`src/rtl/word_match_sequencer_if.sv`:
```
// Handshake and score bus between the game control logic and word_match_sequencer.
// The master side drives target/guess/control; the slave side returns scores and status.
interface word_match_sequencer_if #(
    parameter int unsigned WORD_W  = 16,
    parameter int unsigned SCORE_W = 17
);
    logic               target_load;
    logic [WORD_W-1:0]  target_in;
    logic               start;
    logic               abort;
    logic               guess_valid;
    logic               guess_ready;
    logic [WORD_W-1:0]  guess_in;
    logic               flag_in;
    logic [SCORE_W-1:0] round_score;
    logic               score_valid;
    logic [SCORE_W-1:0] total_score;
    logic [7:0]         round_cnt;
    logic               done;
    logic               busy;

    modport master (
        output target_load, target_in, start, abort, guess_valid, guess_in, flag_in,
        input  guess_ready, round_score, score_valid, total_score, round_cnt, done, busy
    );

    modport slave (
        input  target_load, target_in, start, abort, guess_valid, guess_in, flag_in,
        output guess_ready, round_score, score_valid, total_score, round_cnt, done, busy
    );
endinterface

```
`src/rtl/word_match_sequencer.sv`:
```
// Multi-round word-matching game sequencer: one guess per round, fixed-priority scoring and a
// saturating total. Optional macro STREAK_BONUS_EN adds +4 once three full matches run in a row.
module word_match_sequencer #(
    parameter int unsigned WORD_W  = 16,
    parameter int unsigned SCORE_W = 17,
    parameter int unsigned ROUNDS  = 8
) (
    input logic                   clk,
    input logic                   reset,
    word_match_sequencer_if.slave bus_io
);
    localparam int unsigned HalfW = WORD_W / 2;

    typedef enum logic [2:0] {StIdle, StArmed, StCompare, StScore, StDone} state_e;

    state_e             state_q, state_d;
    logic [WORD_W-1:0]  target_q, target_d;
    logic [WORD_W-1:0]  guess_q, guess_d;
    logic               flag_q, flag_d;
    logic [2:0]         match_q, match_d;  // {full, first, second}
    logic [SCORE_W-1:0] round_score_q, round_score_d;
    logic [SCORE_W-1:0] total_q, total_d;
    logic [7:0]         round_cnt_q, round_cnt_d;
    logic               score_valid_q, score_valid_d;
    logic [SCORE_W-1:0] base_score, new_score;
    logic [SCORE_W:0]   sum;
    logic               idle_like, game_start;

    assign idle_like  = (state_q == StIdle) || (state_q == StDone);
    assign game_start = idle_like && bus_io.start && !bus_io.abort;

    always_ff @(posedge clk or posedge reset) begin
        if (reset) begin
            state_q <= StIdle;
        end else begin
            state_q <= state_d;
        end
    end

    always_comb begin
        state_d = state_q;
        if (bus_io.abort) begin
            state_d = StIdle;
        end else begin
            unique case (state_q)
                StIdle, StDone: if (bus_io.start) state_d = StArmed;
                StArmed:        if (bus_io.guess_valid) state_d = StCompare;
                StCompare:      state_d = StScore;
                StScore:        state_d = (round_cnt_d == 8'(ROUNDS)) ? StDone : StArmed;
                default:        state_d = StIdle;
            endcase
        end
    end

    always_comb begin
        bus_io.guess_ready = (state_q == StArmed);
        bus_io.busy        = (state_q == StArmed) || (state_q == StCompare) ||
                             (state_q == StScore);
        bus_io.done        = (state_q == StDone);
        bus_io.round_score = round_score_q;
        bus_io.score_valid = score_valid_q;
        bus_io.total_score = total_q;
        bus_io.round_cnt   = round_cnt_q;
    end

    // The upper-half match bit never changes the score; it only falls through to the default.
    always_comb begin
        priority casez ({match_q, flag_q})
            4'b??11: base_score = SCORE_W'(10);
            4'b1???: base_score = SCORE_W'(8);
            4'b??1?: base_score = SCORE_W'(5);
            default: base_score = SCORE_W'(2);
        endcase
    end

`ifdef STREAK_BONUS_EN
    logic [1:0] streak_q, streak_d, streak_inc;

    always_comb begin
        streak_inc = match_q[2] ? ((streak_q == 2'd3) ? 2'd3 : streak_q + 2'd1) : 2'd0;
        streak_d   = streak_q;
        if (bus_io.abort || game_start) begin
            streak_d = 2'd0;
        end else if (state_q == StScore) begin
            streak_d = streak_inc;
        end
    end

    always_ff @(posedge clk or posedge reset) begin
        if (reset) begin
            streak_q <= 2'd0;
        end else begin
            streak_q <= streak_d;
        end
    end

    assign new_score = base_score + ((streak_inc == 2'd3) ? SCORE_W'(4) : SCORE_W'(0));
`else
    assign new_score = base_score;
`endif

    assign sum = {1'b0, total_q} + {1'b0, new_score};

    always_comb begin
        target_d      = target_q;
        guess_d       = guess_q;
        flag_d        = flag_q;
        match_d       = match_q;
        round_score_d = round_score_q;
        total_d       = total_q;
        round_cnt_d   = round_cnt_q;
        score_valid_d = 1'b0;
        if (!bus_io.abort) begin
            if (idle_like && bus_io.target_load) target_d = bus_io.target_in;
            if (game_start) begin
                total_d     = '0;
                round_cnt_d = '0;
            end
            if (state_q == StArmed && bus_io.guess_valid) begin
                guess_d = bus_io.guess_in;
                flag_d  = bus_io.flag_in;
            end
            if (state_q == StCompare) begin
                match_d = {guess_q == target_q,
                           guess_q[WORD_W-1:HalfW] == target_q[WORD_W-1:HalfW],
                           guess_q[HalfW-1:0] == target_q[HalfW-1:0]};
            end
            if (state_q == StScore) begin
                round_score_d = new_score;
                total_d       = sum[SCORE_W] ? {SCORE_W{1'b1}} : sum[SCORE_W-1:0];
                round_cnt_d   = round_cnt_q + 8'd1;
                score_valid_d = 1'b1;
            end
        end
    end

    always_ff @(posedge clk or posedge reset) begin
        if (reset) begin
            target_q      <= '0;
            guess_q       <= '0;
            flag_q        <= 1'b0;
            match_q       <= '0;
            round_score_q <= '0;
            total_q       <= '0;
            round_cnt_q   <= '0;
            score_valid_q <= 1'b0;
        end else begin
            target_q      <= target_d;
            guess_q       <= guess_d;
            flag_q        <= flag_d;
            match_q       <= match_d;
            round_score_q <= round_score_d;
            total_q       <= total_d;
            round_cnt_q   <= round_cnt_d;
            score_valid_q <= score_valid_d;
        end
    end
endmodule
```
`src/flat_wrapper.sv`:
```
// flat-port wrapper written by rule: the top's interface ports become plain ports
module word_match_sequencer_flat 
#(
    parameter int unsigned WORD_W  = 16,
    parameter int unsigned SCORE_W = 17,
    parameter int unsigned ROUNDS  = 8
)
  (clk, reset, bus_io_target_load, bus_io_target_in, bus_io_start, bus_io_abort, bus_io_guess_valid, bus_io_guess_in, bus_io_flag_in, bus_io_guess_ready, bus_io_round_score, bus_io_score_valid, bus_io_total_score, bus_io_round_cnt, bus_io_done, bus_io_busy);
  word_match_sequencer_if #(.WORD_W(WORD_W), .SCORE_W(SCORE_W)) bus_io_i ();
  input logic clk;
  input logic reset;
  input wire logic [$bits(bus_io_i.target_load)-1:0] bus_io_target_load;
  input wire logic [$bits(bus_io_i.target_in)-1:0] bus_io_target_in;
  input wire logic [$bits(bus_io_i.start)-1:0] bus_io_start;
  input wire logic [$bits(bus_io_i.abort)-1:0] bus_io_abort;
  input wire logic [$bits(bus_io_i.guess_valid)-1:0] bus_io_guess_valid;
  input wire logic [$bits(bus_io_i.guess_in)-1:0] bus_io_guess_in;
  input wire logic [$bits(bus_io_i.flag_in)-1:0] bus_io_flag_in;
  output wire logic [$bits(bus_io_i.guess_ready)-1:0] bus_io_guess_ready;
  output wire logic [$bits(bus_io_i.round_score)-1:0] bus_io_round_score;
  output wire logic [$bits(bus_io_i.score_valid)-1:0] bus_io_score_valid;
  output wire logic [$bits(bus_io_i.total_score)-1:0] bus_io_total_score;
  output wire logic [$bits(bus_io_i.round_cnt)-1:0] bus_io_round_cnt;
  output wire logic [$bits(bus_io_i.done)-1:0] bus_io_done;
  output wire logic [$bits(bus_io_i.busy)-1:0] bus_io_busy;
  assign bus_io_i.target_load = bus_io_target_load;
  assign bus_io_i.target_in = bus_io_target_in;
  assign bus_io_i.start = bus_io_start;
  assign bus_io_i.abort = bus_io_abort;
  assign bus_io_i.guess_valid = bus_io_guess_valid;
  assign bus_io_i.guess_in = bus_io_guess_in;
  assign bus_io_i.flag_in = bus_io_flag_in;
  assign bus_io_guess_ready = bus_io_i.guess_ready;
  assign bus_io_round_score = bus_io_i.round_score;
  assign bus_io_score_valid = bus_io_i.score_valid;
  assign bus_io_total_score = bus_io_i.total_score;
  assign bus_io_round_cnt = bus_io_i.round_cnt;
  assign bus_io_done = bus_io_i.done;
  assign bus_io_busy = bus_io_i.busy;
  word_match_sequencer #(.WORD_W(WORD_W), .SCORE_W(SCORE_W), .ROUNDS(ROUNDS)) u_core (.clk(clk), .reset(reset), .bus_io(bus_io_i));
endmodule
```
`config.mk`:
```
export PLATFORM = sky130hd
export DESIGN_NAME = word_match_sequencer_flat
export DESIGN_NICKNAME = d
export VERILOG_FILES = /design/src/rtl/word_match_sequencer_if.sv /design/src/rtl/word_match_sequencer.sv /design/src/flat_wrapper.sv
export SDC_FILE = /design/constraint.sdc
export NUM_CORES = 1
export LEC_CHECK = 0
export ABC_AREA = 1
export CORE_ASPECT_RATIO = 1.5
export CORE_UTILIZATION = 45
export DETAILED_ROUTE_END_ITERATION = 10
export GPL_ROUTABILITY_DRIVEN = 0
export PLACE_DENSITY = 0.72
export SYNTH_ARGS = -nofsm -noshare
export SYNTH_HDL_FRONTEND = slang
export SYNTH_SLANG_ARGS = --single-unit
```
`constraint.sdc`:
```
create_clock -name clk -period 3 [get_ports clk]
set_input_delay 0.45 -clock clk [delete_from_list [all_inputs] [get_ports clk]]
set_output_delay 0.45 -clock clk [all_outputs]
set_load 0.05 [all_outputs]
```
; ---- Word-level counts from Yosys, hierarchy flattened
; Index checks and enable logic that the tools add are counted.
[totals]
ff_bits = 82
inputBits = 39
elab_cells = 56
[op_classes]
add_sub_neg = 2
n_eq_ne = 11
n_mux = 16
reduce_logical = 17
bitwise_logic = 1
[ops]
columns = cell, count
row1 = $mux W17, 5
row2 = $mux W8, 3
row3 = $add A17 B17 Y18, 1
row4 = $eq A16 B16 Y1, 1
row5 = $eq A8 B8 Y1, 2
row6 = $mux W3, 5
row7 = $pmux W3 S4, 1
row8 = $reduce_and A2 Y1, 6
row9 = $add A8 B1 Y8 const B, 1
row10 = $eq A8 B4 Y1 const B, 1
row11 = $eq A3 B2 Y1 const B, 2
row12 = $ne A3 B3 Y1 const B, 2
row13 = $logic_and A1 B1 Y1, 4
row14 = $eq A3 B1 Y1 const B, 1
row15 = $eq A3 B3 Y1 const B, 1
row16 = $logic_not A3 Y1, 1
row17 = $logic_or A1 B1 Y1, 3
row18 = $eq A2 B2 Y1 const B, 1
row19 = $mux W1, 2
row20 = $reduce_bool A2 Y1, 1
row21 = $reduce_or A2 Y1, 1
row22 = $logic_not A1 Y1, 1
row23 = $not A1 Y1, 1

; ---- Longest topological paths before layout
; Gate-level depths: netlist (run 1).
[logic_depth]
word_depth = 11
mapped_depth = 15
mapped_depth_nobuf = 15

; ---- Worst setup path after synthesis (run 1)
; Ideal clock, no wire load.
[synth_timing]
path_kind = reg2reg
start = register u_core.total_q[0] (netlist: u_core.bus_io.total_score[0])
end = register u_core.total_q[16] (netlist: u_core.bus_io.total_score[16])
synth_period_minus_slack_ns = 2.387
path_buffers = 0
arrival_ns = 2.258
setup_time_ns = 0.129
stages_incl_launch_ff = 11
slack_ns = 0.613
cell_sequence = dfrtp_1 > ha_1 > inv_1 > fa_1 > o21ai_0 > nand2_1 > inv_1 > nand2_1 > xor2_1 > o21ai_0 > o21ai_0
[synth_via]
elab_chain_cells = 3
[synth_rtl]
columns = element, line
row1 = start: declaration, word_match_sequencer.sv:22  ; logic [SCORE_W-1:0] total_q, total_d;
row2 = start signal: assignment, word_match_sequencer.sv:153  ; total_q <= total_d;
row3 = $add A17 B17 Y18, word_match_sequencer.sv:102  ; assign sum = {1'b0, total_q} + {1'b0, new_score};
row4 = $mux W17, word_match_sequencer.sv:130  ; total_d = sum[SCORE_W] ? {SCORE_W{1'b1}} : sum[SCORE_W-1:0];
row5 = $mux W17, word_match_sequencer.sv:128  ; if (state_q == StScore) begin
; No other way between the ends.
; A chain may end at the register's enable or synchronous reset.

; ---- Worst setup path after layout (run 1)
[layout_timing]
start = register u_core.match_q[0]
end = register u_core.total_q[16] (netlist: u_core.bus_io.total_score[16])
[layout_via]
elab_cells_between_ends = 7
[layout_rtl]
columns = element, line
row1 = start: declaration, word_match_sequencer.sv:20  ; logic [2:0] match_q, match_d;
row2 = start signal: assignment, word_match_sequencer.sv:151  ; match_q <= match_d;
row3 = $eq A2 B2 Y1, word_match_sequencer.sv:68  ; priority casez ({match_q, flag_q})
row4 = $mux W17, word_match_sequencer.sv:68
row5 = via u_core.base_score[3], word_match_sequencer.sv:25  ; logic [SCORE_W-1:0] base_score, new_score;
row6 = $add A17 B17 Y18, word_match_sequencer.sv:102
row7 = $mux W17, word_match_sequencer.sv:130
row8 = $mux W17, word_match_sequencer.sv:128
; The timed path passes the listed nets, and every way through them passes these cells.

==> flow_summary.html, run 1 <==
<table>
<tr><th>Metric</th><th>Value</th></tr>
<tr><th colspan="2">Critical path</th></tr>
<tr><td>Startpoint of the lowest-slack register-to-register path</td><td>u_core.match_q[0]</td></tr>
<tr><td>Element type at the critical path start</td><td>flip-flop</td></tr>
<tr><td>End of the critical path</td><td>u_core.bus_io.total_score[16]</td></tr>
<tr><td>Critical path arrival</td><td>2900 ps</td></tr>
<tr><td>Source of the critical timing path</td><td>u_core.match_q[0]</td></tr>
<tr><td>RR Endpoint</td><td>u_core.bus_io.total_score[16]</td></tr>
<tr><td>Cells on worst reg2reg path</td><td>13</td></tr>
<tr><td>Critical path start-end classification</td><td>reg2reg</td></tr>
<tr><td>Required time of the critical path</td><td>3200 ps</td></tr>
<tr><td>Worst setup slack for register-to-register paths</td><td>310 ps</td></tr>
<tr><td>Maximum net fanout on the critical path</td><td>5</td></tr>
<tr><td>Endpoint type of the worst setup path</td><td>flip-flop</td></tr>
<tr><th colspan="2">GRT</th></tr>
<tr><td>Global routing met3 resource utilization</td><td>0.0539</td></tr>
<tr><td>Peak-usage layer in the global routing report</td><td>met2</td></tr>
<tr><td>Overflow after GRT</td><td>0</td></tr>
<tr><td>Antenna violations before repair</td><td>0</td></tr>
<tr><td>Global-route usage over all layers</td><td>0.198</td></tr>
<tr><td>Met2 demand-to-capacity share in global routing</td><td>0.348</td></tr>
<tr><td>Met1 Use GR</td><td>0.223</td></tr>
<tr><td>Maximum number of pins on one net before global-route repair</td><td>41</td></tr>
<tr><td>Wire length of the first global-routing pass</td><td>12.9 mm</td></tr>
<tr><td>Vias in the first global route</td><td>2985</td></tr>
<tr><th colspan="2">Place</th></tr>
<tr><td>Post-DP Area</td><td>4400 sq um</td></tr>
<tr><td>Count of buffers inserted at the top-level ports</td><td>71</td></tr>
<tr><td>Placed cells</td><td>567</td></tr>
<tr><td>Post-placement worst setup slack</td><td>387 ps</td></tr>
<tr><td>Post-DP HPWL</td><td>5.74 mm</td></tr>
<tr><th colspan="2">Synth</th></tr>
<tr><td>Warning count from the yosys run</td><td>0</td></tr>
<tr><td>Synthesized cell area</td><td>3630 sq um</td></tr>
<tr><td>Post-synthesis cell count</td><td>401</td></tr>
<tr><td>Mapped Avg Cell Area</td><td>9.05 sq um</td></tr>
<tr><td>Proportion of netlist area held by the largest area contributor</td><td>0.462</td></tr>
<tr><td>Library cells used by synthesis</td><td>36</td></tr>
<tr><td>Area contributors post-synth</td><td>dfrtp_1, mux2_2, nand2_1, inv_1, o21ai_0</td></tr>
<tr><td>Synthesized flop and latch total</td><td>67</td></tr>
<tr><td>Sequential-to-total area share from yosys stat</td><td>0.462</td></tr>
<tr><td>Dominant cell type by area after synthesis</td><td>dfrtp_1</td></tr>
<tr><th colspan="2">Layout</th></tr>
<tr><td>Non-filler instance count after layout</td><td>583</td></tr>
<tr><td># diodes</td><td>0</td></tr>
<tr><td>Share of post-route cells with drive strength above 1</td><td>0.135</td></tr>
<tr><td>Final core utilization</td><td>0.613</td></tr>
<tr><td>Layout fillers</td><td>695</td></tr>
<tr><td>Number of nets in the layout</td><td>521</td></tr>
<tr><td>Cell area after layout</td><td>4730 sq um</td></tr>
<tr><td>Synth-to-layout area growth</td><td>30.2%</td></tr>
<tr><th colspan="2">Power and ir drop</th></tr>
<tr><td>Worst voltage drop across the vdd grid</td><td>0.000482 V</td></tr>
<tr><td>Leakage power</td><td>2.19 nW</td></tr>
<tr><td>Post-route total power</td><td>3.69 mW</td></tr>
<tr><td>Power density cells</td><td>781 nW/um^2</td></tr>
<tr><th colspan="2">CTS</th></tr>
<tr><td>Root Buffer</td><td>clkbuf_16</td></tr>
<tr><td>Buffer depth of the longest clock path</td><td>2</td></tr>
<tr><td>Post-CTS setup buffer count</td><td>0</td></tr>
<tr><td>CTS-repair resized insts</td><td>0</td></tr>
<tr><td>Worst-skew pair later-pin latency</td><td>330 ps</td></tr>
<tr><td>Reg clk slew, reported paths</td><td>60 ps</td></tr>
<tr><td>TritonCTS sink count</td><td>67</td></tr>
<tr><td>TritonCTS clock tree</td><td>built</td></tr>
<tr><td>TritonCTS buffer count</td><td>9</td></tr>
<tr><td>Post-CTS Hold Buffers</td><td>0</td></tr>
<tr><td>H-tree depth</td><td>3</td></tr>
<tr><th colspan="2">Detailed routing</th></tr>
<tr><td>Final antenna-violating net count</td><td>0</td></tr>
<tr><td>Vias per cell</td><td>5.10</td></tr>
<tr><td>Total number of vias</td><td>2973</td></tr>
<tr><td>DRC</td><td>0</td></tr>
<tr><td>Initial detailed-routing violation count</td><td>195</td></tr>
<tr><td>Drt total wl</td><td>7.64 mm</td></tr>
<tr><td>Routed length per instance</td><td>13.1 um</td></tr>
<tr><td>Number of iterations in the first detailed-routing pass</td><td>4</td></tr>
<tr><th colspan="2">Floorplanning</th></tr>
<tr><td>Effective utilization at floorplan</td><td>0.471</td></tr>
<tr><td>Core Rows</td><td>39</td></tr>
<tr><td>Placeable core region</td><td>7710 sq um</td></tr>
<tr><td>Die Span X</td><td>75.3 um</td></tr>
<tr><td>Die Span Y</td><td>112 um</td></tr>
<tr><td>Die Footprint</td><td>8440 sq um</td></tr>
<tr><td>Number of top-level design ports</td><td>85</td></tr>
<tr><th colspan="2">Timing</th></tr>
<tr><td>Skew final</td><td>6.33 ps</td></tr>
<tr><td>Portion of the clock cycle consumed by the worst path in the final layout</td><td>0.897</td></tr>
<tr><td>Highest clock rate</td><td>0.372 GHz</td></tr>
<tr><td>Hold Slack</td><td>510 ps</td></tr>
<tr><td>Relative slew slack</td><td>0.585</td></tr>
<tr><td>Pin slew with the least headroom to its limit</td><td>622 ps</td></tr>
<tr><td>Final min period</td><td>2690 ps</td></tr>
<tr><td>Final total negative setup slack</td><td>0 ps</td></tr>
<tr><td>Final Hold Viols</td><td>0</td></tr>
<tr><td>PnR worst setup slack</td><td>310 ps</td></tr>
<tr><td>Slew Limit Fails</td><td>0</td></tr>
<tr><td>Setup Viol. Count Final</td><td>0</td></tr>
<tr><td>Setup repair after global routing missed its margin</td><td>no</td></tr>
<tr><th colspan="2">Run</th></tr>
<tr><td>Maximum capacitance violations</td><td>0</td></tr>
<tr><th colspan="2">Hold path</th></tr>
<tr><td>Hold Path Class</td><td>reg2reg</td></tr>
<tr><th colspan="2">Outcome</th></tr>
<tr><td>Status</td><td>finished clean</td></tr>
</table>
-- cells in the final DEF (no fill, tap or decap), types with 9 or more instances in the layout --
cell             count
inv_1               40
o21ai_0             26
clkbuf_16            9
nor2_1              21
nand2_1             97
xnor2_1             12
dfrtp_1             67
conb_1              13
xor2_1              13
mux2_2              33
clkdlybuf4s50_1     71
nand3_1             24
-- sequential cells by signal, summed over array words and instances, names as in the netlist --
register and count:
u_core.bus_io.round_cnt 8, u_core.bus_io.round_score 3, u_core.bus_io.score_valid 1, u_core.bus_io.total_score 17, u_core.flag_q 1, u_core.guess_q 16, u_core.match_q 2, u_core.state_q 3
u_core.target_q 16
-- where the power goes --
| group | leakage [nW] | internal, mW | switching, mW |
|---|---|---|---|
| registers | 0.858 | 1.18 | 0.194 |
| logic | 1.18 | 0.546 | 0.633 |
| clock network | 0.152 | 0.733 | 0.406 |
| total | 2.19 | 2.46 | 1.23 |
-- metal layers --
| layer | wire, um | vias up | share of wire |
|---|---|---|---|
| met5 | 0 | - | 0 |
| met2 | 4130 | 90 | 0.54 |
| met3 | 380 | 16 | 0.050 |
| met1 | 2960 | 1439 | 0.39 |
| li1 | - | 1428 | - |
| met4 | 166 | 0 | 0.022 |
-- logic make-up after synthesis --
kind of cell | after synthesis | share of synthesized area
XOR/XNOR | 25 | 0.0603
buffers and inverters | 64 | 0.0844
AND/OR/NAND/NOR | 168 | 0.211
adder cells (fa/ha/maj) | 6 | 0.0227
other | 1 | 0.00103
AO/OA/AOI/OAI | 37 | 0.0562
multiplexers | 33 | 0.102
flip-flops | 67 | 0.462
-- Yosys cell counts --
cell      number
mux2_2        33
a31oi_1        1
a21oi_2        1
o21ai_0       26
nor3_1         7
nor3_2         1
nor3_4         1
o21bai_1       2
a21oi_1        2
nor2_1        21
nand2_1       97
buf_2          4
xnor2_1       12
fa_1           1
conb_1         1
nand2_4        2
nor2_8         1
clkbuf_1       2
o22ai_1        3
nor2_2         1
nand3b_1       1
nand3_2        3
buf_4         14
nand2_2        1
and3_1         1
ha_1           5
clkbuf_2       1
nand4_1        5
nand3_1       24
a211oi_1       2
buf_6          1
dfrtp_1       67
inv_2          1
xor2_1        13
nor4_1         2
inv_1         41
-- worst min-delay path by stage --
stage | slack [ps] | startpoint | endpoint | cells past startpoint
after floorplan | 480 | u_core.flag_q | u_core.flag_q | 1
after global placement | 490 | u_core.flag_q | u_core.flag_q | 1
after detailed placement | 500 | u_core.bus_io.round_score[1] | u_core.bus_io.round_score[1] | 2
after CTS | 510 | u_core.flag_q | u_core.flag_q | 1
after global routing | 520 | u_core.flag_q | u_core.flag_q | 1
final | 510 | u_core.flag_q | u_core.flag_q | 1
-- critical path: stages (launching register included) --
cell and delay (ps):
dfrtp_1 380, nand2_1 90, nand2_1 80, nor2_1 180, ha_1 250, inv_1 70, fa_1 400, o21ai_0 380
nand2_1 200, inv_1 110, nand2_1 60, xor2_1 150, o21ai_0 130, o21ai_0 100
-- final cells by class --
class	count	area [sq um]	area share
clock buffers	9	225	0.0476
clock inverters	7	101	0.0214
inverters	42	158	0.0334
multi-input cells	282	1690	0.358
flip-flops and latches	67	1680	0.355
well taps	102	128	0.0270
repair buffers	74	746	0.158
No activity file was read; power rests on OpenSTA's default activity.
==> run 2, diff against run 1 <==
--- a/config.mk
+++ b/config.mk
@@ -6,11 +6,13 @@
 export NUM_CORES = 1
 export LEC_CHECK = 0
 export ABC_AREA = 1
+export CAP_MARGIN = 15
 export CORE_ASPECT_RATIO = 1.5
 export CORE_UTILIZATION = 45
 export DETAILED_ROUTE_END_ITERATION = 10
 export GPL_ROUTABILITY_DRIVEN = 0
-export PLACE_DENSITY = 0.72
+export PLACE_DENSITY = 0.85
+export SLEW_MARGIN = 0
 export SYNTH_ARGS = -nofsm -noshare
 export SYNTH_HDL_FRONTEND = slang
 export SYNTH_SLANG_ARGS = --single-unit
==> run 2 against run 1 <==
  * Combinational power barely moved
  * Core utilization shrank 0.21 points
  * Global-route usage is 0.90 points higher
  * Sequential power about the same
  * Design area is 0.34% lower
  * Via count is 0.64% higher
  * Hold slack better by 10 ps
  * Register-to-register slack about the same
  * Maximum frequency about the same
==> flow_summary.html, run 2 (synthesis results as in run 1) <==
<table>
<tr><th>Metric</th><th>Value</th></tr>
<tr><th colspan="2">Outcome</th></tr>
<tr><td>Status</td><td>finished clean</td></tr>
<tr><th colspan="2">GRT</th></tr>
<tr><td>Antenna violations before repair</td><td>0 (unchanged)</td></tr>
<tr><td>Maximum number of pins on one net before global-route repair</td><td>41 (unchanged)</td></tr>
<tr><td>Vias in the first global route</td><td>3011 (+0.87%)</td></tr>
<tr><td>Overflow after GRT</td><td>0 (unchanged)</td></tr>
<tr><td>Wire length of the first global-routing pass</td><td>13.4 mm (+4.0%)</td></tr>
<tr><td>Global-route usage over all layers</td><td>0.207 (+0.00896)</td></tr>
<tr><th colspan="2">Place</th></tr>
<tr><td>Count of buffers inserted at the top-level ports</td><td>71 (unchanged)</td></tr>
<tr><td>Post-placement worst setup slack</td><td>385 ps (-1.39 ps)</td></tr>
<tr><td>Placed cells</td><td>566 (-0.18%)</td></tr>
<tr><td>Post-DP HPWL</td><td>5.69 mm (-0.83%)</td></tr>
<tr><th colspan="2">Layout</th></tr>
<tr><td>Commonest cells after routing, fill and taps aside</td><td>nand2_1, clkdlybuf4s50_1, dfrtp_1</td></tr>
<tr><td>Number of flip-flops in the largest register</td><td>17 (unchanged)</td></tr>
<tr><td>Non-filler instance count after layout</td><td>582 (-0.17%)</td></tr>
<tr><td>Layout fillers</td><td>672 (-3.3%)</td></tr>
<tr><td>Number of nets in the layout</td><td>520 (-0.19%)</td></tr>
<tr><td># diodes</td><td>0 (unchanged)</td></tr>
<tr><td>Share of post-route cells with drive strength above 1</td><td>0.133 (-0.00180)</td></tr>
<tr><td>Synth-to-layout area growth</td><td>29.7%</td></tr>
<tr><td>Most frequent standard cell in the layout excluding fill and tap cells</td><td>nand2_1</td></tr>
<tr><th colspan="2">Timing</th></tr>
<tr><td>Setup Viol. Count Final</td><td>0 (unchanged)</td></tr>
<tr><td>Highest clock rate</td><td>0.371 GHz (about the same)</td></tr>
<tr><td>PnR worst setup slack</td><td>307 ps (-2.37 ps)</td></tr>
<tr><td>Final Hold Viols</td><td>0 (unchanged)</td></tr>
<tr><td>Setup repair after global routing missed its margin</td><td>no</td></tr>
<tr><td>Portion of the clock cycle consumed by the worst path in the final layout</td><td>0.898 (about the same)</td></tr>
<tr><td>Slew Limit Fails</td><td>0 (unchanged)</td></tr>
<tr><td>Final total negative setup slack</td><td>0 ps (unchanged)</td></tr>
<tr><td>Pin slew with the least headroom to its limit</td><td>609 ps (-13.1 ps)</td></tr>
<tr><td>Skew final</td><td>5.41 ps (-0.918 ps)</td></tr>
<tr><td>Hold Slack</td><td>520 ps (+10.4 ps)</td></tr>
<tr><td>Relative slew slack</td><td>0.594 (+0.00876)</td></tr>
<tr><td>Final min period</td><td>2690 ps (+2.38 ps)</td></tr>
<tr><th colspan="2">Power and ir drop</th></tr>
<tr><td>Leakage power</td><td>2.19 nW (about the same)</td></tr>
<tr><td>Worst voltage drop across the vdd grid</td><td>0.000525 V (+8.8%)</td></tr>
<tr><td>Power density cells</td><td>781 nW/um^2 (about the same)</td></tr>
<tr><th colspan="2">Floorplanning</th></tr>
<tr><td>Die Span Y</td><td>112 um (unchanged)</td></tr>
<tr><td>Die Span X</td><td>75.3 um (unchanged)</td></tr>
<tr><td>Placeable core region</td><td>7710 sq um (unchanged)</td></tr>
<tr><td>Die Footprint</td><td>8440 sq um (unchanged)</td></tr>
<tr><td>Effective utilization at floorplan</td><td>0.471 (unchanged)</td></tr>
<tr><td>Core Rows</td><td>39 (unchanged)</td></tr>
<tr><td>Number of top-level design ports</td><td>85 (unchanged)</td></tr>
<tr><th colspan="2">CTS</th></tr>
<tr><td>Reg clk slew, reported paths</td><td>60 ps (about the same)</td></tr>
<tr><td>TritonCTS sink count</td><td>67 (unchanged)</td></tr>
<tr><td>TritonCTS clock tree</td><td>built</td></tr>
<tr><td>CTS-repair resized insts</td><td>0 (unchanged)</td></tr>
<tr><td>Buffer depth of the longest clock path</td><td>2 (unchanged)</td></tr>
<tr><td>Post-CTS setup buffer count</td><td>0 (unchanged)</td></tr>
<tr><td>H-tree depth</td><td>3 (unchanged)</td></tr>
<tr><td>Post-CTS Hold Buffers</td><td>0 (unchanged)</td></tr>
<tr><td>TritonCTS buffer count</td><td>9 (unchanged)</td></tr>
<tr><td>Root Buffer</td><td>clkbuf_16</td></tr>
<tr><td>Worst-skew pair later-pin latency</td><td>330 ps (about the same)</td></tr>
<tr><th colspan="2">Critical path</th></tr>
<tr><td>Critical path start-end classification</td><td>reg2reg</td></tr>
<tr><td>Maximum net fanout on the critical path</td><td>3 (-2)</td></tr>
<tr><td>Element type at the critical path start</td><td>flip-flop</td></tr>
<tr><td>Critical path arrival</td><td>2890 ps (about the same)</td></tr>
<tr><td>Required time of the critical path</td><td>3200 ps (about the same)</td></tr>
<tr><td>Endpoint type of the worst setup path</td><td>flip-flop</td></tr>
<tr><th colspan="2">Detailed routing</th></tr>
<tr><td>Drt total wl</td><td>7.84 mm (+2.7%)</td></tr>
<tr><td>Routed length per instance</td><td>13.5 um (+2.9%)</td></tr>
<tr><td>Total number of vias</td><td>2992 (+0.64%)</td></tr>
<tr><td>DRC</td><td>0 (unchanged)</td></tr>
<tr><td>Vias per cell</td><td>5.14 (+0.81%)</td></tr>
<tr><td>Initial detailed-routing violation count</td><td>186 (-4.6%)</td></tr>
<tr><td>Final antenna-violating net count</td><td>0 (unchanged)</td></tr>
<tr><td>Number of iterations in the first detailed-routing pass</td><td>4 (unchanged)</td></tr>
<tr><th colspan="2">Run</th></tr>
<tr><td>Maximum capacitance violations</td><td>0 (unchanged)</td></tr>
<tr><th colspan="2">Hold path</th></tr>
<tr><td>Hold Path Class</td><td>reg2reg</td></tr>
</table>
## run 2: where the power goes
part,switching [mW],internal (mW)
clock network,0.387,0.725
registers,0.198,1.18
logic,0.641,0.547
## run 2: routing by layer
layer / up-vias / global-route usage / share of wire
met1: 1416 / 0.239 / 0.39
met5: - / 0 / 0
met4: 0 / 0.0852 / 0.016
met3: 15 / 0.0413 / 0.052
met2: 132 / 0.363 / 0.54
li1: 1429 / - / -
## run 2: layout make-up
class | count | area (sq um) | share of cell area
inverters | 42 | 158 | 0.0335
clock inverters | 7 | 92.6 | 0.0197
clock buffers | 9 | 225 | 0.0478
well taps | 102 | 128 | 0.0271
multi-input cells | 282 | 1690 | 0.359
flip-flops and latches | 67 | 1680 | 0.356
repair buffers | 73 | 738 | 0.157
## run 2: final timing paths
| check | start | to | slack [ps] | cells past startpoint |
|---|---|---|---|---|
| hold reg to reg | u_core.flag_q | u_core.flag_q | 520 | 1 |
| hold / removal | u_core.flag_q | u_core.flag_q | 520 | 1 |
| setup reg to reg | u_core.match_q[0] | u_core.bus_io.total_score[14] | 310 | 13 |
| setup / recovery | u_core.match_q[0] | u_core.bus_io.total_score[14] | 310 | 13 |
| min in group asynchronous | reset | u_core.bus_io.round_cnt[7] | 530 | 2 |
| max in group asynchronous | reset | u_core.bus_io.total_score[12] | 1850 | 3 |
## run 2: per-stage QoR
step	instance area (sq um)	power (mW)	util
floorplan	3680	2.27	-
global placement	4390	2.53	0.570
detailed placement	4390	2.59	0.570
CTS	4710	3.70	0.611
global route	4710	3.88	0.611
finish	4710	3.68	0.611
## run 2: critical path: stages (launching register included)
cell     delay [ps]
dfrtp_1         390
nand2_1         100
nand2_1          80
nor2_1          200
ha_1            230
inv_1            60
fa_1            400
o21ai_0         330
nand2_1         110
nor2_1          190
nand2_1          90
xor2_1          140
o21ai_0         130
o21ai_0         110
==> run 3, diff against run 2 <==
--- a/config.mk
+++ b/config.mk
@@ -11,8 +11,8 @@
 export CORE_UTILIZATION = 45
 export DETAILED_ROUTE_END_ITERATION = 10
 export GPL_ROUTABILITY_DRIVEN = 0
-export PLACE_DENSITY = 0.85
-export SLEW_MARGIN = 0
+export GPL_TIMING_DRIVEN = 0
+export PLACE_DENSITY_LB_ADDON = 0.08
 export SYNTH_ARGS = -nofsm -noshare
 export SYNTH_HDL_FRONTEND = slang
 export SYNTH_SLANG_ARGS = --single-unit
==> run 3 against run 2 <==
  * Combinational power is essentially flat
  * Maximum frequency shrank 0.36%
  * Critical path type unchanged
  * Sequential cell count is the same
  * Largest power group unchanged
  * Clock skew shrank 2.8 ps
  * Highest routed layer unchanged
  * Sequential share of layout area shrank 0.50 points
==> flow_summary.html, run 3 (synthesis results as in run 1) <==
<table>
<tr><th>Metric</th><th>Value</th></tr>
<tr><th colspan="2">Critical path</th></tr>
<tr><td>Delay of the slowest cell on the worst path</td><td>400 ps (about the same)</td></tr>
<tr><td>Buffer and inverter count on the worst path</td><td>2 (+1)</td></tr>
<tr><td>Worst setup slack for register-to-register paths</td><td>300 ps (about the same)</td></tr>
<tr><td>Critical-path cell list</td><td>nand2_1 &gt; nand2_1 &gt; nor2_1 &gt; ha_1 &gt; inv_1 &gt; fa_1 &gt; o21ai_1 &gt; nand2_1 &gt; inv_1 &gt; nand2_1 &gt; xor2_1 &gt; o21ai_0 &gt; o21ai_0</td></tr>
<tr><td>Source of the critical timing path</td><td>u_core.match_q[0]</td></tr>
<tr><td>Critical path start-end classification</td><td>reg2reg</td></tr>
<tr><td>Cell family with most CP delay</td><td>simple AND/OR/NAND/NOR gates</td></tr>
<tr><td>Required time of the critical path</td><td>3200 ps (about the same)</td></tr>
<tr><td>Startpoint of the lowest-slack register-to-register path</td><td>u_core.match_q[0]</td></tr>
<tr><td>Critical path arrival</td><td>2900 ps (about the same)</td></tr>
<tr><td>Cells on worst reg2reg path</td><td>13 (unchanged)</td></tr>
<tr><td>RR Endpoint</td><td>u_core.bus_io.total_score[16]</td></tr>
<tr><td>Maximum net fanout on the critical path</td><td>5 (+2)</td></tr>
<tr><td>End of the critical path</td><td>u_core.bus_io.total_score[16]</td></tr>
<tr><td>Worst path depth</td><td>13 (unchanged)</td></tr>
<tr><td>Endpoint type of the worst setup path</td><td>flip-flop</td></tr>
<tr><td>Element type at the critical path start</td><td>flip-flop</td></tr>
<tr><td>Library cell contributing the largest single delay on the critical path</td><td>fa_1</td></tr>
<tr><td>Most numerous cell on the critical path</td><td>nand2_1</td></tr>
<tr><th colspan="2">Power and ir drop</th></tr>
<tr><td>Relative contribution of combinational cells to total power</td><td>0.343 (+0.020)</td></tr>
<tr><td>Part of the power in the clock network</td><td>0.264 (-0.038)</td></tr>
<tr><td>Leakage power</td><td>2.25 nW (+2.9%)</td></tr>
<tr><td>Worst voltage drop across the vdd grid</td><td>0.000494 V (-6.0%)</td></tr>
<tr><td>NetSw</td><td>1.18 mW (-3.7%)</td></tr>
<tr><td>Part of the total power dissipated in sequential elements</td><td>0.393 (+0.018)</td></tr>
<tr><td>Cell internal pwr</td><td>2.32 mW (-5.4%)</td></tr>
<tr><td>Power density cells</td><td>732 nW/um^2 (-6.2%)</td></tr>
<tr><td>Switching fraction of total power</td><td>0.337 (+0.00407)</td></tr>
<tr><th colspan="2">Hold path</th></tr>
<tr><td>Hold Path Class</td><td>reg2reg</td></tr>
<tr><th colspan="2">Floorplanning</th></tr>
<tr><td>Core Rows</td><td>39 (unchanged)</td></tr>
<tr><td>Die Span X</td><td>75.3 um (unchanged)</td></tr>
<tr><td>Die Span Y</td><td>112 um (unchanged)</td></tr>
<tr><td>Effective utilization at floorplan</td><td>0.471 (unchanged)</td></tr>
<tr><td>Placeable core region</td><td>7710 sq um (unchanged)</td></tr>
<tr><td>Number of top-level design ports</td><td>85 (unchanged)</td></tr>
<tr><td>Die Footprint</td><td>8440 sq um (unchanged)</td></tr>
<tr><th colspan="2">Layout</th></tr>
<tr><td>Share of post-route cells with drive strength above 1</td><td>0.158 (+0.0250)</td></tr>
<tr><td>Register area</td><td>1680 sq um (unchanged)</td></tr>
<tr><td>Layout fillers</td><td>722 (+7.4%)</td></tr>
<tr><td>Most frequent standard cell in the layout excluding fill and tap cells</td><td>nand2_1</td></tr>
<tr><td>Final core utilization</td><td>0.620 (+0.00876)</td></tr>
<tr><td># diodes</td><td>0 (unchanged)</td></tr>
<tr><td>Non-filler instance count after layout</td><td>601 (+3.3%)</td></tr>
<tr><td>Synth-to-layout area growth</td><td>31.6%</td></tr>
<tr><td>Multi-input combinational cell area</td><td>1690 sq um (unchanged)</td></tr>
<tr><td>Number of flip-flops in the largest register</td><td>17 (unchanged)</td></tr>
<tr><td>Cell area after layout</td><td>4780 sq um (+1.4%)</td></tr>
<tr><td>Commonest cells after routing, fill and taps aside</td><td>nand2_1, clkdlybuf4s50_1, dfrtp_1</td></tr>
<tr><td>Number of nets in the layout</td><td>540 (+3.8%)</td></tr>
<tr><th colspan="2">Timing</th></tr>
<tr><td>Setup Viol. Count Final</td><td>0 (unchanged)</td></tr>
<tr><td>Final Hold Viols</td><td>0 (unchanged)</td></tr>
<tr><td>Setup repair after global routing missed its margin</td><td>no</td></tr>
<tr><td>Skew final</td><td>2.59 ps (-2.81 ps)</td></tr>
<tr><td>PnR worst setup slack</td><td>298 ps (-9.61 ps)</td></tr>
<tr><td>Hold Slack</td><td>508 ps (-12.9 ps)</td></tr>
<tr><td>Pin slew with the least headroom to its limit</td><td>795 ps (+186 ps)</td></tr>
<tr><td>Portion of the clock cycle consumed by the worst path in the final layout</td><td>0.901 (+0.00320)</td></tr>
<tr><td>Relative slew slack</td><td>0.470 (-0.124)</td></tr>
<tr><td>Highest clock rate</td><td>0.370 GHz (-0.36%)</td></tr>
<tr><td>Final min period</td><td>2700 ps (+9.61 ps)</td></tr>
<tr><td>Slew Limit Fails</td><td>0 (unchanged)</td></tr>
<tr><th colspan="2">Place</th></tr>
<tr><td>Count of buffers inserted at the top-level ports</td><td>71 (unchanged)</td></tr>
<tr><td>Placed cells</td><td>586 (+3.5%)</td></tr>
<tr><td>Post-DP HPWL</td><td>5.56 mm (-2.3%)</td></tr>
<tr><td>Post-DP Area</td><td>4520 sq um (+2.8%)</td></tr>
<tr><td>Post-placement worst setup slack</td><td>163 ps (-222 ps)</td></tr>
<tr><th colspan="2">CTS</th></tr>
<tr><td>Root Buffer</td><td>clkbuf_16</td></tr>
<tr><td>Worst-skew pair later-pin latency</td><td>320 ps (about the same)</td></tr>
<tr><td>CTS-repair resized insts</td><td>0 (unchanged)</td></tr>
<tr><td>TritonCTS buffer count</td><td>9 (unchanged)</td></tr>
<tr><td>TritonCTS clock tree</td><td>built</td></tr>
<tr><td>Post-CTS Hold Buffers</td><td>0 (unchanged)</td></tr>
<tr><td>TritonCTS sink count</td><td>67 (unchanged)</td></tr>
<tr><td>H-tree depth</td><td>3 (unchanged)</td></tr>
<tr><td>Reg clk slew, reported paths</td><td>50 ps (about the same)</td></tr>
<tr><td>Buffer depth of the longest clock path</td><td>2 (unchanged)</td></tr>
<tr><td>Post-CTS setup buffer count</td><td>0 (unchanged)</td></tr>
<tr><th colspan="2">Detailed routing</th></tr>
<tr><td>Initial detailed-routing violation count</td><td>111 (-40%)</td></tr>
<tr><td>Total number of vias</td><td>2927 (-2.2%)</td></tr>
<tr><td>DRC</td><td>0 (unchanged)</td></tr>
<tr><td>Max layer used</td><td>met4</td></tr>
<tr><td>Number of iterations in the first detailed-routing pass</td><td>4 (unchanged)</td></tr>
<tr><td>Vias per cell</td><td>4.87 (-5.3%)</td></tr>
<tr><td>Routed length on met1</td><td>3.11 mm (+0.81%)</td></tr>
<tr><td>Met2 Routed Length</td><td>3.91 mm (-7.3%)</td></tr>
<tr><td>Routed length per instance</td><td>12.4 um (-8.2%)</td></tr>
<tr><td>Final antenna-violating net count</td><td>0 (unchanged)</td></tr>
<tr><td>Drt total wl</td><td>7.44 mm (-5.2%)</td></tr>
<tr><td>Detail Route met3 WL</td><td>287 um (-29%)</td></tr>
<tr><th colspan="2">GRT</th></tr>
<tr><td>Wire length of the first global-routing pass</td><td>12.7 mm (-5.1%)</td></tr>
<tr><td>Global-route usage over all layers</td><td>0.200 (-0.00734)</td></tr>
<tr><td>Antenna violations before repair</td><td>0 (unchanged)</td></tr>
<tr><td>Maximum number of pins on one net before global-route repair</td><td>68 (+66%)</td></tr>
<tr><td>Overflow after GRT</td><td>0 (unchanged)</td></tr>
<tr><td>Vias in the first global route</td><td>2817 (-6.4%)</td></tr>
<tr><th colspan="2">Run</th></tr>
<tr><td>Maximum capacitance violations</td><td>0 (unchanged)</td></tr>
<tr><th colspan="2">Outcome</th></tr>
<tr><td>Status</td><td>finished clean</td></tr>
</table>
run 3: cell types whose count changed in the layout (fill, tap and decap cells not counted), sizes merged:
cell / change
buf: +17
clkbuf: +6
bufinv: -2
clkinv: -2
run 3: metrics by stage:
step / TNS, ps / power (mW)
2_1_floorplan: 0 / 2.27
3_3_place_gp: -21130 / 2.57
3_5_place_dp: 0 / 2.61
4_1_cts: 0 / 3.55
5_1_grt: 0 / 3.74
6_report: 0 / 3.50
run 3: how the worst min path moves through the flow:
stage | startpoint | end | slack [ps] | cells past startpoint
2_1_floorplan | u_core.flag_q | u_core.flag_q | 480 | 1
5_1_grt | u_core.flag_q | u_core.flag_q | 540 | 1
6_report | u_core.bus_io.round_score[1] | u_core.bus_io.round_score[1] | 510 | 2
4_1_cts | u_core.bus_io.round_score[1] | u_core.bus_io.round_score[1] | 510 | 2
3_5_place_dp | u_core.bus_io.round_score[1] | u_core.bus_io.round_score[1] | 500 | 2
3_3_place_gp | u_core.bus_io.round_score[1] | u_core.bus_io.round_score[1] | 500 | 2
run 3: power groups by stage:
stage	clock (mW)	combinational [mW]	sequential [mW]
after floorplan	0	0.804	1.47
after global placement	0	1.19	1.38
after detailed placement	0	1.21	1.39
after CTS	0.953	1.22	1.38
after global routing	0.996	1.33	1.42
final	0.923	1.20	1.38
run 3: layout make-up:
type	count	area share
multi-input cells	282	0.354
flip-flops and latches	67	0.351
repair buffers	71	0.149
clock buffers	12	0.0516
inverters	42	0.0335
plain buffers	22	0.0312
well taps	102	0.0267
clock inverters	3	0.00314
run 3: per-layer routing:
metal  track usage  up-vias
li1              -     1470
met5             0        -
met3        0.0521       10
met1         0.242     1382
met4        0.0864        0
met2         0.329       65
run 3: worst min-delay path, cell delays in order (launching register included):
cell and delay (ps):
dfrtp_1 360, nand2_1 50, o21ai_0 60
